File: src/rtl/gpr_wb_arbiter.sv
// gpr_wb_arbiter
//   Shares the single general-register-file write port between two writeback
//   sources: port 0 (in-order pipeline, single-cycle ops) and port 1 (the
//   long-latency divider / load unit). Port 0 normally has priority. Port 1
//   takes priority once it has waited STARVE_LIMIT cycles.
//   A per-register busy scoreboard lets decode stall on operands that port 1
//   still owes. The register-file write is driven from a registered stage,
//   so it appears one cycle after the accept.
//
//   Optional build macro WBARB_PERF_EN adds two 32-bit performance counters:
//   conflict_cnt and starve_cnt.
module gpr_wb_arbiter #(
  parameter int ADDR_WIDTH   = 5,
  parameter int DATA_WIDTH   = 64,
  parameter int REG_CNT      = 32,
  parameter int STARVE_LIMIT = 4
) (
  input  logic                  clk,
  input  logic                  rst,
  input  logic                  p0_valid,
  output logic                  p0_ready,
  input  logic [ADDR_WIDTH-1:0] p0_rd,
  input  logic [DATA_WIDTH-1:0] p0_wdata,
  input  logic                  p1_valid,
  output logic                  p1_ready,
  input  logic [ADDR_WIDTH-1:0] p1_rd,
  input  logic [DATA_WIDTH-1:0] p1_wdata,
  input  logic                  sb_set,
  input  logic [ADDR_WIDTH-1:0] sb_set_rd,
  input  logic [ADDR_WIDTH-1:0] rs1,
  input  logic [ADDR_WIDTH-1:0] rs2,
  output logic                  rs1_busy,
  output logic                  rs2_busy,
  output logic                  reg_wen,
  output logic [ADDR_WIDTH-1:0] reg_rd,
  output logic [DATA_WIDTH-1:0] reg_wdata
`ifdef WBARB_PERF_EN
 ,output logic [31:0]           conflict_cnt,
  output logic [31:0]           starve_cnt
`endif
);

  // The wait counter only has to reach STARVE_LIMIT, which is at most 15.
  localparam int WAIT_W = 4;
  localparam logic [WAIT_W-1:0] LIMIT_C = WAIT_W'(STARVE_LIMIT);
  localparam logic [ADDR_WIDTH-1:0] ZERO_IDX = '0;

  // True when idx names a real scoreboard entry other than the hard-wired zero register.
  function automatic logic idx_trackable(input logic [ADDR_WIDTH-1:0] idx);
    logic ok;
    if ((idx != ZERO_IDX) && (32'(idx) < 32'(REG_CNT))) begin
      ok = 1'b1;
    end else begin
      ok = 1'b0;
    end
    return ok;
  endfunction

  // Reads one busy bit. An out-of-range index reads as not busy.
  function automatic logic busy_read(input logic [REG_CNT-1:0]    vec,
                                     input logic [ADDR_WIDTH-1:0] idx);
    logic b;
    if (32'(idx) < 32'(REG_CNT)) begin
      b = vec[idx];
    end else begin
      b = 1'b0;
    end
    return b;
  endfunction

  logic [WAIT_W-1:0]     wait_cnt_q, wait_cnt_d;
  logic [REG_CNT-1:0]    busy_q, busy_d;
  logic                  reg_wen_q, reg_wen_d;
  logic [ADDR_WIDTH-1:0] reg_rd_q, reg_rd_d;
  logic [DATA_WIDTH-1:0] reg_wdata_q, reg_wdata_d;

  logic starve_s;
  logic acc0_s;
  logic acc1_s;

  // Starvation state comes from the registered wait count, so ready never loops back on itself.
  always_comb begin
    starve_s = (wait_cnt_q == LIMIT_C);
    if (starve_s) begin
      p0_ready = 1'b0;
      p1_ready = 1'b1;
    end else begin
      p0_ready = 1'b1;
      p1_ready = !p0_valid;
    end
    acc0_s = p0_valid && p0_ready;
    acc1_s = p1_valid && p1_ready;
  end

  // Port 1 wait counter: it clears on accept or idle and saturates at the limit.
  always_comb begin
    wait_cnt_d = wait_cnt_q;
    if (acc1_s || !p1_valid) begin
      wait_cnt_d = '0;
    end else if (wait_cnt_q == LIMIT_C) begin
      wait_cnt_d = wait_cnt_q;
    end else begin
      wait_cnt_d = wait_cnt_q + WAIT_W'(1);
    end
  end

  // Write stage select. Index and data hold when nothing is accepted. A write to rd 0 is swallowed.
  always_comb begin
    reg_wen_d   = 1'b0;
    reg_rd_d    = reg_rd_q;
    reg_wdata_d = reg_wdata_q;
    if (acc1_s) begin
      reg_wen_d   = (p1_rd != ZERO_IDX);
      reg_rd_d    = p1_rd;
      reg_wdata_d = p1_wdata;
    end else if (acc0_s) begin
      reg_wen_d   = (p0_rd != ZERO_IDX);
      reg_rd_d    = p0_rd;
      reg_wdata_d = p0_wdata;
    end else begin
      reg_wen_d   = 1'b0;
    end
  end

  // Scoreboard update. Clear happens first, so a same-cycle set of the same index wins.
  always_comb begin
    busy_d = busy_q;
    if (acc1_s && idx_trackable(p1_rd)) begin
      busy_d[p1_rd] = 1'b0;
    end else begin
      busy_d = busy_d;
    end
    if (sb_set && idx_trackable(sb_set_rd)) begin
      busy_d[sb_set_rd] = 1'b1;
    end else begin
      busy_d = busy_d;
    end
    busy_d[0] = 1'b0;
  end

  // Operand queries read the registered scoreboard. A clear becomes visible when its write lands.
  always_comb begin
    rs1_busy = busy_read(busy_q, rs1);
    rs2_busy = busy_read(busy_q, rs2);
  end

  // State registers. Reset drops all pending work.
  always_ff @(posedge clk or posedge rst) begin
    if (rst) begin
      wait_cnt_q  <= '0;
      busy_q      <= '0;
      reg_wen_q   <= 1'b0;
      reg_rd_q    <= '0;
      reg_wdata_q <= '0;
    end else begin
      wait_cnt_q  <= wait_cnt_d;
      busy_q      <= busy_d;
      reg_wen_q   <= reg_wen_d;
      reg_rd_q    <= reg_rd_d;
      reg_wdata_q <= reg_wdata_d;
    end
  end

  assign reg_wen   = reg_wen_q;
  assign reg_rd    = reg_rd_q;
  assign reg_wdata = reg_wdata_q;

`ifdef WBARB_PERF_EN
  logic [31:0] conflict_cnt_q, conflict_cnt_d;
  logic [31:0] starve_cnt_q, starve_cnt_d;

  // Performance counters: both wrap naturally at 2^32.
  always_comb begin
    conflict_cnt_d = conflict_cnt_q;
    starve_cnt_d   = starve_cnt_q;
    if (p0_valid && p1_valid) begin
      conflict_cnt_d = conflict_cnt_q + 32'd1;
    end else begin
      conflict_cnt_d = conflict_cnt_q;
    end
    if (starve_s && p1_valid) begin
      starve_cnt_d = starve_cnt_q + 32'd1;
    end else begin
      starve_cnt_d = starve_cnt_q;
    end
  end

  // Performance counter registers.
  always_ff @(posedge clk or posedge rst) begin
    if (rst) begin
      conflict_cnt_q <= 32'd0;
      starve_cnt_q   <= 32'd0;
    end else begin
      conflict_cnt_q <= conflict_cnt_d;
      starve_cnt_q   <= starve_cnt_d;
    end
  end

  assign conflict_cnt = conflict_cnt_q;
  assign starve_cnt   = starve_cnt_q;
`endif

endmodule

File: config.mk
export PLATFORM = sky130hd
export DESIGN_NAME = gpr_wb_arbiter
export DESIGN_NICKNAME = d
export VERILOG_FILES = /design/src/rtl/gpr_wb_arbiter.sv
export SDC_FILE = /design/constraint.sdc
export NUM_CORES = 1
export LEC_CHECK = 0
export ABC_AREA = 1
export BUFFER_PORTS_ARGS = -buffer_cell sky130_fd_sc_hd__buf_2
export CAP_MARGIN = 5
export CORE_MARGIN = 5
export CORE_UTILIZATION = 48
export CTS_CLUSTER_DIAMETER = 30
export DETAILED_ROUTE_END_ITERATION = 10
export PLACE_DENSITY = 0.83
export SYNTH_ARGS = -nofsm -noshare
export SYNTH_HDL_FRONTEND = slang
export SYNTH_SLANG_ARGS = --single-unit
File: constraint.sdc
create_clock -name clk -period 4.05 [get_ports clk]
set_input_delay 0.2025 -clock clk [delete_from_list [all_inputs] [get_ports clk]]
set_output_delay 0.2025 -clock clk [all_outputs]
set_load 0.01 [all_outputs]
* Word-level counts from Yosys, hierarchy flattened
Index checks and enable logic that the tools add are counted.
** Cells by class
- Bitwise logic cells :: 3
- Order comparisons :: 6
- Eq/ne operators :: 2
- Reductions and logical operators :: 13
- Muxes and demuxes :: 22
- Add/sub/neg operators :: 1
** Operator list (count)
- $mux W64 :: 2
- $mux W32 :: 2
- $and A32 B32 Y32 :: 1
- $not A32 Y32 :: 1
- $or A32 B32 Y32 :: 1
- $lt A5 B6 Y1 const B :: 4
- $reduce_bool A5 Y1 :: 3
- $bmux W1 S5 :: 2
- $demux W1 S5 :: 2
- $ge A5 B1 Y1 const B :: 2
- $mux W1 :: 10
- $mux W5 :: 2
- $mux W4 :: 2
- $logic_and A1 B1 Y1 :: 6
- $add A4 B1 Y4 const B :: 1
- $eq A4 B3 Y1 const B :: 1
- $logic_not A1 Y1 :: 2
- $ne A2 B1 Y1 const B :: 1
- $reduce_bool A2 Y1 :: 1
- $logic_or A1 B1 Y1 :: 1
** Storage, ports and cells
- Input port bits :: 158
- Logic and storage cells :: 52
- Output and inout bits :: 74
- Register bits :: 105

* Depth between registers and ports, before layout
- Word-level depth :: 9
- Depth in mapped cells :: 11
- Gate-level depth less buffers :: 9

* Worst setup path after synthesis
OpenSTA, ideal clock, no wires.
- Path type :: flip-flop to flip-flop
- Start :: register wait_cnt_q[0]
- End :: register reg_wdata_q[0], in the netlist reg_wdata[0]
- Library setup time :: 0.124 ns
- Data arrival time :: 1.385 ns
- Cell stages (with the launch flop) :: 11
- Slack :: 2.541 ns
- Buffers on the path :: 2
- Cell sequence :: dfrtp_1 -> inv_1 -> ha_1 -> nand3_2 -> nand2_4 -> nand2_4 -> clkinv_2 -> buf_6 -> buf_6 -> nand2_1 -> nand3_1
** Between the ends
- Longest elaborated chain between the ends :: 4
- Elaborated cells on any way between the ends :: 7
- Those cells by class :: eq/ne (1); mux (3); reduce/logical (3)
** Ends and longest elaborated chain
- from (decl) :: RTL line 71 : logic [WAIT_W-1:0] wait_cnt_q, wait_cnt_d;
- from (signal assigned) :: RTL line 156 : wait_cnt_q <= wait_cnt_d;
- $eq A4 B3 Y1 :: RTL line 83 : starve_s = (wait_cnt_q == LIMIT_C);
- $mux W1 :: RTL line 84 : if (starve_s) begin
- via p0_ready :: RTL line 21 : output logic p0_ready,
- $logic_and A1 B1 Y1 :: RTL line 91 : acc0_s = p0_valid && p0_ready;
- $reduce_bool A2 Y1 (no line)
- to (signal assigned) :: RTL line 160 : reg_wdata_q <= reg_wdata_d;
- to (decl) :: RTL line 75 : logic [DATA_WIDTH-1:0] reg_wdata_q, reg_wdata_d;
The timed path passes the listed nets, and every way through them passes these cells.
A chain may end at the register's enable or synchronous reset.

* Final worst setup path
- Start :: register wait_cnt_q[0]
- End :: register busy_q[25]
** Between the ends
- Longest elaborated chain between the ends :: 7
** Ends and longest elaborated chain
- $eq A4 B3 Y1 * :: RTL line 83
- $mux W1 * :: RTL line 84
- $logic_and A1 B1 Y1 * :: RTL line 92 : acc1_s = p1_valid && p1_ready;
- $logic_and A1 B1 Y1 * :: RTL line 128 : if (acc1_s && idx_trackable(p1_rd)) begin
- $mux W32 * :: RTL line 128
- $or A32 B32 Y32 (no line)
- $mux W32 * :: RTL line 133 : if (sb_set && idx_trackable(sb_set_rd)) begin
- via busy_d[25] :: RTL line 72 : logic [REG_CNT-1:0] busy_q, busy_d;
- to (signal assigned) :: RTL line 157 : busy_q <= busy_d;
- to (decl) :: RTL line 72
The timed path passes the listed nets; every way through them passes the cells marked *.

==> summary.txt <==
Global routing
  • First-pass GRT wire length: 25.83 mm
  • GRT Util Overall: 24.67%
  • Pin count of the biggest net entering global routing: 72
  • Vias in the first global route: 5,352
  • Initial antenna violation count: 1
  • Grt total ovfl: 0

Route
  • WL met2: 8.012 mm
  • Routed vias: 5,480
  • Total iterations of the first detailed-routing run: 5
  • Initial drt markers: 365
  • Routed wire length: roughly 16 mm
  • DRT met1 WL: ~6.5 mm
  • WL met3: approximately 1.2 mm
  • Vias per cell: 5.102
  • Post-route DRC: 0
  • Highest metal layer with signal wires: met4
  • Routed Antenna Nets: 0
  • Routed length per instance: approximately 15 um

Clock tree
  • Clk_lat worst skew: 380 ps
  • Root buf cell: clkbuf_8
  • H-tree depth: 3
  • Post-cts sizing count: 0
  • Clock tree from TritonCTS: yes
  • Setup bufs post-CTS: 0
  • Worst-case clock buffer depth: 2
  • Clock sinks: 105
  • CTS Buf Count: 9
  • Clock Pin Slew Worst Setup and Hold Paths: roughly 110 ps
  • # hold bufs at CTS: 0

Logic synthesis
  • Synth cell count leaders: nand2_1, nand3_1, dfrtp_1
  • Cell type with the largest total area after synthesis: dfrtp_1
  • Mapped Avg Cell Area: 7.441 um2
  • Syn_nets: 874
  • #FFs+latches synth: 105
  • Syn Inst Count: 714
  • Dominant cells by area after synthesis: dfrtp_1, nand2_1, nand3_1
  • Synthesized cell area: 5313 um2
  • Top-count cell post-synth: nand2_1
  • Asr flop ratio synth: 100.0%
  • Ys Warns: 0
  • Post-synth cell types: 26
  • EDFF count, synth: 0
  • Post-synth top area share: 49.46%
  • Top FF cell, synth: dfrtp_1
  • Sequential area share after synthesis: 49.46%

Power
  • Internal power: 1665 uW
  • Switch Pwr: 826.4 uW
  • Leak: 0.003643 uW
  • Worst vdd ir: 0.0001967 V
  • Cell area power density: approximately 370 nW/um2
  • Clock share of power: 26.5%
  • Sw Ratio: 33.17%
  • Total chip power: 2492 uW
  • Logic pwr share: 21.7%
  • Sequential share of power: about half

STA
  • Final Max Tran Viols: 0
  • Final period util: 59.41%
  • Final hold vios: 21
  • Final setup violation count: 0
  • RSZ-0062 raised after global routing: false
  • Post-route minimum period: 2406 ps
  • Clk_skew: approximately 24 ps
  • Final hold slack: -23.97 ps
  • Worst Tran Pin Value: 934.4 ps
  • Fmax: 415.6 MHz
  • Worst relative slew slack: 37.63%
  • Setup_tns: 0 ps

Die
  • Row count: 38
  • Initial Utilization: 49.01%
  • Number of I/O pins: 232
  • Core box area: 10,840 um2
  • Width of the chip: roughly 120 um
  • Die area: 13,270 um2
  • Die H: 115.2 um

Setup path
  • Startpoint types: flip-flop
  • Worst Path Required: 4350 ps
  • CP Data Arrival Time: 2710 ps
  • Critical path's top delay family: simple AND/OR/NAND/NOR gates
  • Max FO, Critical Path: 67
  • CP max stage cell: clkinv_2
  • Crit path largest cell delay: 720 ps
  • Crit path buffers/inverters: 2
  • Cell Chain, Critical Path: inv_1 -> ha_1 -> nand3_2 -> nand2_4 -> nand2_4 -> clkinv_2 -> nand3_2 -> o21ai_0 -> nand2_1
  • Worst Setup Path Type: reg -> reg
  • CP endpoint kind: flip-flop
  • Critical path depth: 9
  • R2r worst-path depth: 9

Cells and area
  • Area of the multi-input gates: ~2400 um2
  • Layout cells sized above 1: 27.65%
  • Nets: ~1,100
  • Area Overhead vs Synth: 25.60%
  • Register area: 2628 um2
  • Fillers: 1,023

Place
  • Port Buffers: about 230
  • DP Wirelength: 12.33 mm
  • RD Place Congestion: 0.8783

Status
  • Failing checks: hold timing
  • Outcome: complete, but fails checks

Job
  • # Max-Cap Violations: 0

Min path
  • Type of the tightest min-delay check: in -> async
## layout by cell type, fill, tap and decap left out, drive strengths merged
| cell type | netlist | final |
|---|---|---|
| buf | 21 | 232 |
| clkbuf | 8 | 10 |
| clkinv | 1 | 3 |
| dfrtp | 105 | 105 |
| diode | 0 | 1 |
| ha | 2 | 2 |
| inv | 36 | 40 |
| nand2 | 356 | 356 |
| nand3 | 126 | 126 |
| nand3b | 1 | 1 |
| nand4 | 2 | 2 |
| nor2 | 11 | 11 |
| nor3 | 4 | 4 |
| nor4 | 1 | 1 |
| o211ai | 5 | 5 |
| o21ai | 32 | 32 |
| o31ai | 1 | 1 |
| xnor2 | 1 | 1 |
| xor2 | 1 | 1 |
## power groups by stage
stage          Clock, uW  Combinational, uW  Sequential [uW]
2_1_floorplan          0                291             1310
3_3_place_gp           0                529             1300
3_5_place_dp           0                544             1310
4_1_cts              670                544             1290
5_1_grt              712                613             1310
6_report             660                540             1290
## sequential cells by signal (all words and copies together), names as in the netlist
name        cells
reg_wen         1
reg_rd          5
wait_cnt_q      4
reg_wdata      64
busy_q         31
## routing by layer
metal,vias to the layer above,track usage (%)
li1,2708,-
met1,2495,31.23
met2,237,41.01
met3,40,4.842
met4,0,11.11
met5,-,0
## stage by stage
stage	cells	util, %	instance area [um2]	setup WS (ps)	hold slack [ps]
detailed placement	1057	59.66	6467	1653	412.9
finish	1074	61.55	6673	1644	-23.97
floorplan	714	-	5313	1087	335.4
global route	1074	61.55	6673	1426	21.20
global placement	1057	59.66	6467	1743	400.4
CTS	1073	61.53	6670	1614	3.293
## path summary, 6_finish.rpt
check                                          startpoint                        end  slack (ps)
max in group asynchronous                             rst  reg_wdata[14]$_DFFE_PP0P_        3060
worst max-delay path            wait_cnt_q[0]$_DFFE_PP0P_       busy_q[25]$_DFF_PP0_        1640
min in group clk                             p0_wdata[26]  reg_wdata[26]$_DFFE_PP0P_          20
worst min register to register  reg_wdata[48]$_DFFE_PP0P_  reg_wdata[48]$_DFFE_PP0P_         490
worst max register to register  wait_cnt_q[0]$_DFFE_PP0P_       busy_q[25]$_DFF_PP0_        1640
worst min-delay path                                  rst  reg_wdata[33]$_DFFE_PP0P_         -20
## kinds of logic after synthesis
kind of cell / Yosys count / share of synthesized area, %
compound gates: 38 / 3.863
xor+xnor: 2 / 0.3298
simple gates: 501 / 39.68
fa+ha+maj: 2 / 0.4710
flops: 105 / 49.46
buf+inv: 66 / 6.194
## layout make-up
class | count | area share [%]
Antenna cell | 1 | 0.03750
Clock inverter | 6 | 0.9751
Multi-Input combinational cell | 543 | 35.31
Timing Repair Buffer | 232 | 17.44
Inverter | 37 | 2.175
Sequential cell | 105 | 39.38
Clock buffer | 10 | 2.063
Tap cell | 140 | 2.625
Power figures use the tool's default switching activity.
